<file path="src/rtl/score_display.sv">
// Four-digit multiplexed 7-segment score display with frame-synchronous input shadowing.
// Optional macro LEADING_ZERO_BLANK_EN blanks zero tens digits for both players.
module score_display #(
   parameter int unsigned REFRESH_DIV = 100000,
   parameter int unsigned GUARD_CYC   = 2
) (
   input  logic       clk,
   input  logic       reset,
   input  logic [3:0] leftscoreLeft,
   input  logic [3:0] leftscoreRight,
   input  logic [3:0] rightscoreLeft,
   input  logic [3:0] rightscoreRight,
   output logic [6:0] seg,
   output logic       dp,
   output logic [3:0] an
);

   localparam int unsigned CW = (REFRESH_DIV > 1) ? $clog2(REFRESH_DIV) : 1;

   logic [CW-1:0]  cnt_q, cnt_d;
   logic [1:0]     idx_q, idx_d;
   // Entry i holds the digit shown while idx == i.
   logic [3:0][3:0] shadow_q;
   logic           wrap;
   logic [3:0]     cur;
   logic [6:0]     seg_d;
   logic [3:0]     an_d;
   logic           dp_d;

   function automatic logic [6:0] decode(input logic [3:0] d);
      logic [6:0] s;
      unique case (d)
         4'd0:    s = 7'b1000000;
         4'd1:    s = 7'b1111001;
         4'd2:    s = 7'b0100100;
         4'd3:    s = 7'b0110000;
         4'd4:    s = 7'b0011001;
         4'd5:    s = 7'b0010010;
         4'd6:    s = 7'b0000010;
         4'd7:    s = 7'b1111000;
         4'd8:    s = 7'b0000000;
         4'd9:    s = 7'b0010000;
         default: s = 7'b0111111;
      endcase
      return s;
   endfunction

   always_comb begin
      wrap  = (cnt_q == CW'(REFRESH_DIV - 1));
      cnt_d = wrap ? '0 : cnt_q + 1'b1;
      idx_d = wrap ? idx_q - 2'd1 : idx_q;
      cur   = shadow_q[idx_q];
      seg_d = decode(cur);
`ifdef LEADING_ZERO_BLANK_EN
      if ((idx_q == 2'd3 || idx_q == 2'd1) && cur == 4'd0) seg_d = 7'b1111111;
`else
      seg_d = seg_d;
`endif
      // Guard window keeps all anodes dark while segments settle (anti-ghosting).
      an_d  = (cnt_q < CW'(GUARD_CYC)) ? 4'b1111 : ~(4'b0001 << idx_q);
      dp_d  = (idx_q != 2'd2);
   end

   always_ff @(posedge clk) begin
      if (reset) begin
         cnt_q    <= '0;
         idx_q    <= 2'd3;
         shadow_q <= '0;
         seg      <= 7'b1111111;
         dp       <= 1'b1;
         an       <= 4'b1111;
      end else begin
         cnt_q <= cnt_d;
         idx_q <= idx_d;
         if (wrap && idx_q == 2'd0) begin
            shadow_q[3] <= leftscoreLeft;
            shadow_q[2] <= leftscoreRight;
            shadow_q[1] <= rightscoreLeft;
            shadow_q[0] <= rightscoreRight;
         end
         seg <= seg_d;
         dp  <= dp_d;
         an  <= an_d;
      end
   end

endmodule

</file>
<file path="config.mk">
export PLATFORM = sky130hd
export DESIGN_NAME = score_display
export DESIGN_NICKNAME = d
export VERILOG_FILES = /design/src/rtl/score_display.sv
export SDC_FILE = /design/constraint.sdc
export NUM_CORES = 1
export LEC_CHECK = 0
export ABC_AREA = 1
export BUFFER_PORTS_ARGS = -buffer_cell sky130_fd_sc_hd__clkbuf_2
export CORE_MARGIN = 5
export CORE_UTILIZATION = 45
export DETAILED_ROUTE_END_ITERATION = 12
export GPL_ROUTABILITY_DRIVEN = 0
export PLACE_DENSITY = 0.72
export SETUP_SLACK_MARGIN = 0.3
export SLEW_MARGIN = 40
export SYNTH_ARGS = -nofsm -noshare
export SYNTH_HDL_FRONTEND = slang
export SYNTH_SLANG_ARGS = --single-unit
</file>
<file path="constraint.sdc">
create_clock -name clk -period 3.8 [get_ports clk]
set_input_delay 1.14 -clock clk [delete_from_list [all_inputs] [get_ports clk]]
set_output_delay 1.14 -clock clk [all_outputs]
set_load 0.02 [all_outputs]
</file>
==> results.sh <==
export IMPL_outcome="finished clean"
export IMPL_p_clk_share_pct=34.7
export IMPL_crit_chain="inv_2 > nand2_1 > nand3_1 > nand2_1 > inv_1 > ha_1 > or2_2 > o211ai_1 > nand2_1"
export IMPL_beginning_of_the_critical_path="idx_q[0]"
export IMPL_cts_resized_gates=0
export IMPL_seq_area_frac_synth_pct=41.25
export IMPL_post_synthesis_cell_count=316
export IMPL_syn_area_mm2=0.002281
export IMPL_synth_cell_type_count=29
export IMPL_max_freq_ghz=0.4901
export IMPL_post_cts_buffers=0
export IMPL_floorplan_die_height_um=81.20
export IMPL_total_of_warnings_raised_by_yosys=0
export IMPL_fraction_of_final_layout_cells_sized_beyond_drive_strength_1_pct=16.38
export IMPL_number_of_buffers_inserted_during_clock_tree_synthesis=5
export IMPL_max_slew_worst_pin_slew_ps=505.9
export IMPL_core_mm2=0.005010
export IMPL_diodes=0
export IMPL_worst_slew_margin_rel_pct=66.23
export IMPL_path_clk_slew_ps=80
export IMPL_nNetsFinal=375
export IMPL_worst_path_largest_cell_delay_ps=640
export IMPL_seqPwrFrac_pct=60.6
export IMPL_drt_iter0_drc=100
export IMPL_slew_violations=0
export IMPL_fp_row_count=26
export IMPL_grt_pass1_wl_um=7962
export IMPL_required_ps=3990
export IMPL_critPathMostFrequentCell="sky130_fd_sc_hd__nand2_1"
export IMPL_cellPowerDensity_mw_per_mm2=324.3
export IMPL_register_area_um2=940.9
export IMPL_number_of_h_tree_branching_levels=2
export IMPL_dr_total_vias=1946
export IMPL_totalWireLength_um=4461
export IMPL_cp_max_fo=15
export IMPL_route_antenna_remaining_nets=0
export IMPL_first_global_vias=1855
export IMPL_initial_utilization_pct=45.53
export IMPL_die_w_um=81.20
export IMPL_endpoint_kind="register"
export IMPL_worst_min_delay_path_class="register to register"
export IMPL_setup_tns_ps=0
export IMPL_synth_ff_latch_count=47
export IMPL_final_area_mm2=0.002556
export IMPL_mappedNetlistNets=344
export IMPL_finalCoreUtilization_pct=51.02
export IMPL_hold_viol_final=0
export IMPL_avgSynthCellArea_um2=7.218
export IMPL_timing_hold_ws_ps=455.2
export IMPL_clock_tree_from_tritoncts="done"
export IMPL_routedWlPerCell_um=10.67
export IMPL_antenna_found_initial=0
export IMPL_unrepaired_setup_endpoints_after_global_routing="no"
export IMPL_max_vdd_ir_drop_mv=0.1687
export IMPL_global_route_overflow_total=0
export IMPL_synth_edf_count=0
export IMPL_drt_pass1_iter_count=5
export IMPL_grt_start_max_net_pins=18
export IMPL_dpl_cell_count=410
export IMPL_cts_root_buffer="sky130_fd_sc_hd__clkbuf_8"
export IMPL_detailedPlacementHpwl_um=3364
export IMPL_post_layout_nonfiller_instances=418
export IMPL_finalCriticalPeriod_ps=2040
export IMPL_placed_area_mm2=0.002472
export IMPL_cts_hold_buffers=0
export IMPL_syn2layout_area_growth_pct=12.07
export IMPL_report_power_total_mw=0.8290
export IMPL_critical_path_slowest_cell="sky130_fd_sc_hd__dfxtp_1"
export IMPL_multi_input_area_mm2=0.001145
export IMPL_clock_sinks=47
export IMPL_fillcell_total=523
export IMPL_final_critical_path_setup_slack_ps=1760
export IMPL_start_kind="register"
export IMPL_timing_critical_path_buf_inv=2
export IMPL_clk_latency_ps=300
export IMPL_timing_hold_worst_start="cnt_q[0]"
export IMPL_drv_max_cap_violation_count=0
export IMPL_cpLargestDelayFamily="simple AND/OR/NAND/NOR gates"
export IMPL_internal_power_mw=0.6400
export IMPL_floorplan_io_pins=30
export IMPL_port_buffers=29
export IMPL_drcViolationCount=0
export IMPL_timing_critical_path_arrival_ps=2230
export IMPL_place_ws_ps=1526
export IMPL_ctsLongestPathBuffers=2
export IMPL_power_net_switching_mw=0.1890
export IMPL_grtUsageTotal_pct=15.36
export IMPL_finalSetupViolCount=0
export IMPL_synth_flop_cell="sky130_fd_sc_hd__dfxtp_1"
export IMPL_die_area_mm2=0.006593
export IMPL_power_frac_comb_pct=4.7
export IMPL_total_leakage_power_nw=1.228
export IMPL_post_drt_via_cell_ratio=4.656
export IMPL_p_sw_share_pct=22.79
export IMPL_final_min_period_over_clock_period_pct=53.69
export IMPL_skew_ps=2.443
export IMPL_async_flop_share_pct=0
export IMPL_worst_setup_path_type="register to register"
export IMPL_regToRegStartpoint="idx_q[0]"
## sequential cells by signal, indices dropped and copies added, names as in the netlist
signal	flops
idx_q	2
seg	7
cnt_q	17
dp	1
shadow_q	16
an	4
## power by group through the flow
stage	logic [mW]	registers (mW)	clock network, mW
5_1_grt	0.0441	0.503	0.310
4_1_cts	0.0392	0.503	0.296
3_3_place_gp	0.0383	0.514	0
3_5_place_dp	0.0391	0.514	0
2_1_floorplan	0.0171	0.519	0
6_report	0.0387	0.503	0.288
## path summary, 6_finish.rpt
check             endpoint  slack [ps]  cells after the start
setup / recovery    seg[6]        1760                      9
setup reg to reg    seg[6]        1760                      9
hold / removal    cnt_q[0]         460                      1
hold reg to reg   cnt_q[0]         460                      1
## cells by family (layout without fill, tap and decap cells)
logic type / Yosys count / after routing / share of synthesized area, %
simple gates: 188 / 188 / 37.08
flops: 47 / 47 / 41.25
buf+inv: 45 / 77 / 8.557
compound gates: 20 / 20 / 5.321
fa+ha+maj: 10 / 10 / 5.485
xor+xnor: 6 / 6 / 2.304
## Yosys cell counts (2+ instances only)
cell type                  count  area share, %
sky130_fd_sc_hd__nor2_4        2           0.99
sky130_fd_sc_hd__dfxtp_1      47             41
sky130_fd_sc_hd__buf_6         3            1.5
sky130_fd_sc_hd__nand3_1      23            5.0
sky130_fd_sc_hd__nand4_1       7            1.9
sky130_fd_sc_hd__nor3_1        6            1.3
sky130_fd_sc_hd__o211ai_1      3           0.99
sky130_fd_sc_hd__ha_1         10            5.5
sky130_fd_sc_hd__nand4_4       2            1.9
sky130_fd_sc_hd__inv_2         5           0.82
sky130_fd_sc_hd__inv_1        33            5.4
sky130_fd_sc_hd__o21ai_0       4           0.88
sky130_fd_sc_hd__nand2_1      83             14
sky130_fd_sc_hd__nor2_1       54            8.9
sky130_fd_sc_hd__nor2_2        3           0.82
sky130_fd_sc_hd__xor2_1        5            1.9
sky130_fd_sc_hd__nand2_2       3           0.82
sky130_fd_sc_hd__a21oi_1      10            2.2
sky130_fd_sc_hd__buf_2         3           0.66
## placed cells by master (no fill, tap or decap)
cell type	Yosys	layout
sky130_fd_sc_hd__nand2_1	83	83
sky130_fd_sc_hd__nor2_1	54	54
sky130_fd_sc_hd__dfxtp_1	47	47
sky130_fd_sc_hd__inv_1	33	33
sky130_fd_sc_hd__clkbuf_2	0	29
sky130_fd_sc_hd__nand3_1	23	23
sky130_fd_sc_hd__a21oi_1	10	10
sky130_fd_sc_hd__ha_1	10	10
sky130_fd_sc_hd__nand4_1	7	7
sky130_fd_sc_hd__nor3_1	6	6
sky130_fd_sc_hd__inv_2	5	5
sky130_fd_sc_hd__xor2_1	5	5
sky130_fd_sc_hd__clkbuf_8	0	5
sky130_fd_sc_hd__o21ai_0	4	4
sky130_fd_sc_hd__nand2_2	3	3
sky130_fd_sc_hd__o211ai_1	3	3
sky130_fd_sc_hd__nor2_2	3	3
sky130_fd_sc_hd__clkinv_2	0	3
sky130_fd_sc_hd__nor2_4	2	2
sky130_fd_sc_hd__nand4_4	2	2
sky130_fd_sc_hd__a21oi_4	1	1
sky130_fd_sc_hd__or2_2	1	1
sky130_fd_sc_hd__nor4_1	1	1
sky130_fd_sc_hd__clkinv_1	1	1
sky130_fd_sc_hd__nand3_2	1	1
sky130_fd_sc_hd__nand2_4	1	1
sky130_fd_sc_hd__o21ai_1	1	1
sky130_fd_sc_hd__or2_0	1	1
sky130_fd_sc_hd__xnor2_1	1	1
sky130_fd_sc_hd__o21bai_1	1	1
sky130_fd_sc_hd__buf_4	0	1
## layer usage
| layer | global-route usage (%) | up-vias | wire length, µm |
|---|---|---|---|
| met5 | 0 | - | 0 |
| met4 | 5.068 | 0 | 72 |
| met3 | 3.769 | 6 | 159 |
| met2 | 23.97 | 33 | 1946 |
| met1 | 20.72 | 862 | 2283 |
| li1 | - | 1045 | - |
## area by class of cell
type	instances	share of cell area, %
multi-input cells	224	44.79
flip-flops and latches	47	36.81
well taps	70	3.426
clock buffers	5	2.692
clock inverters	3	0.5874
repair buffers	30	5.972
inverters	39	5.727
Note: power is estimated with default switching activity, not from simulation.
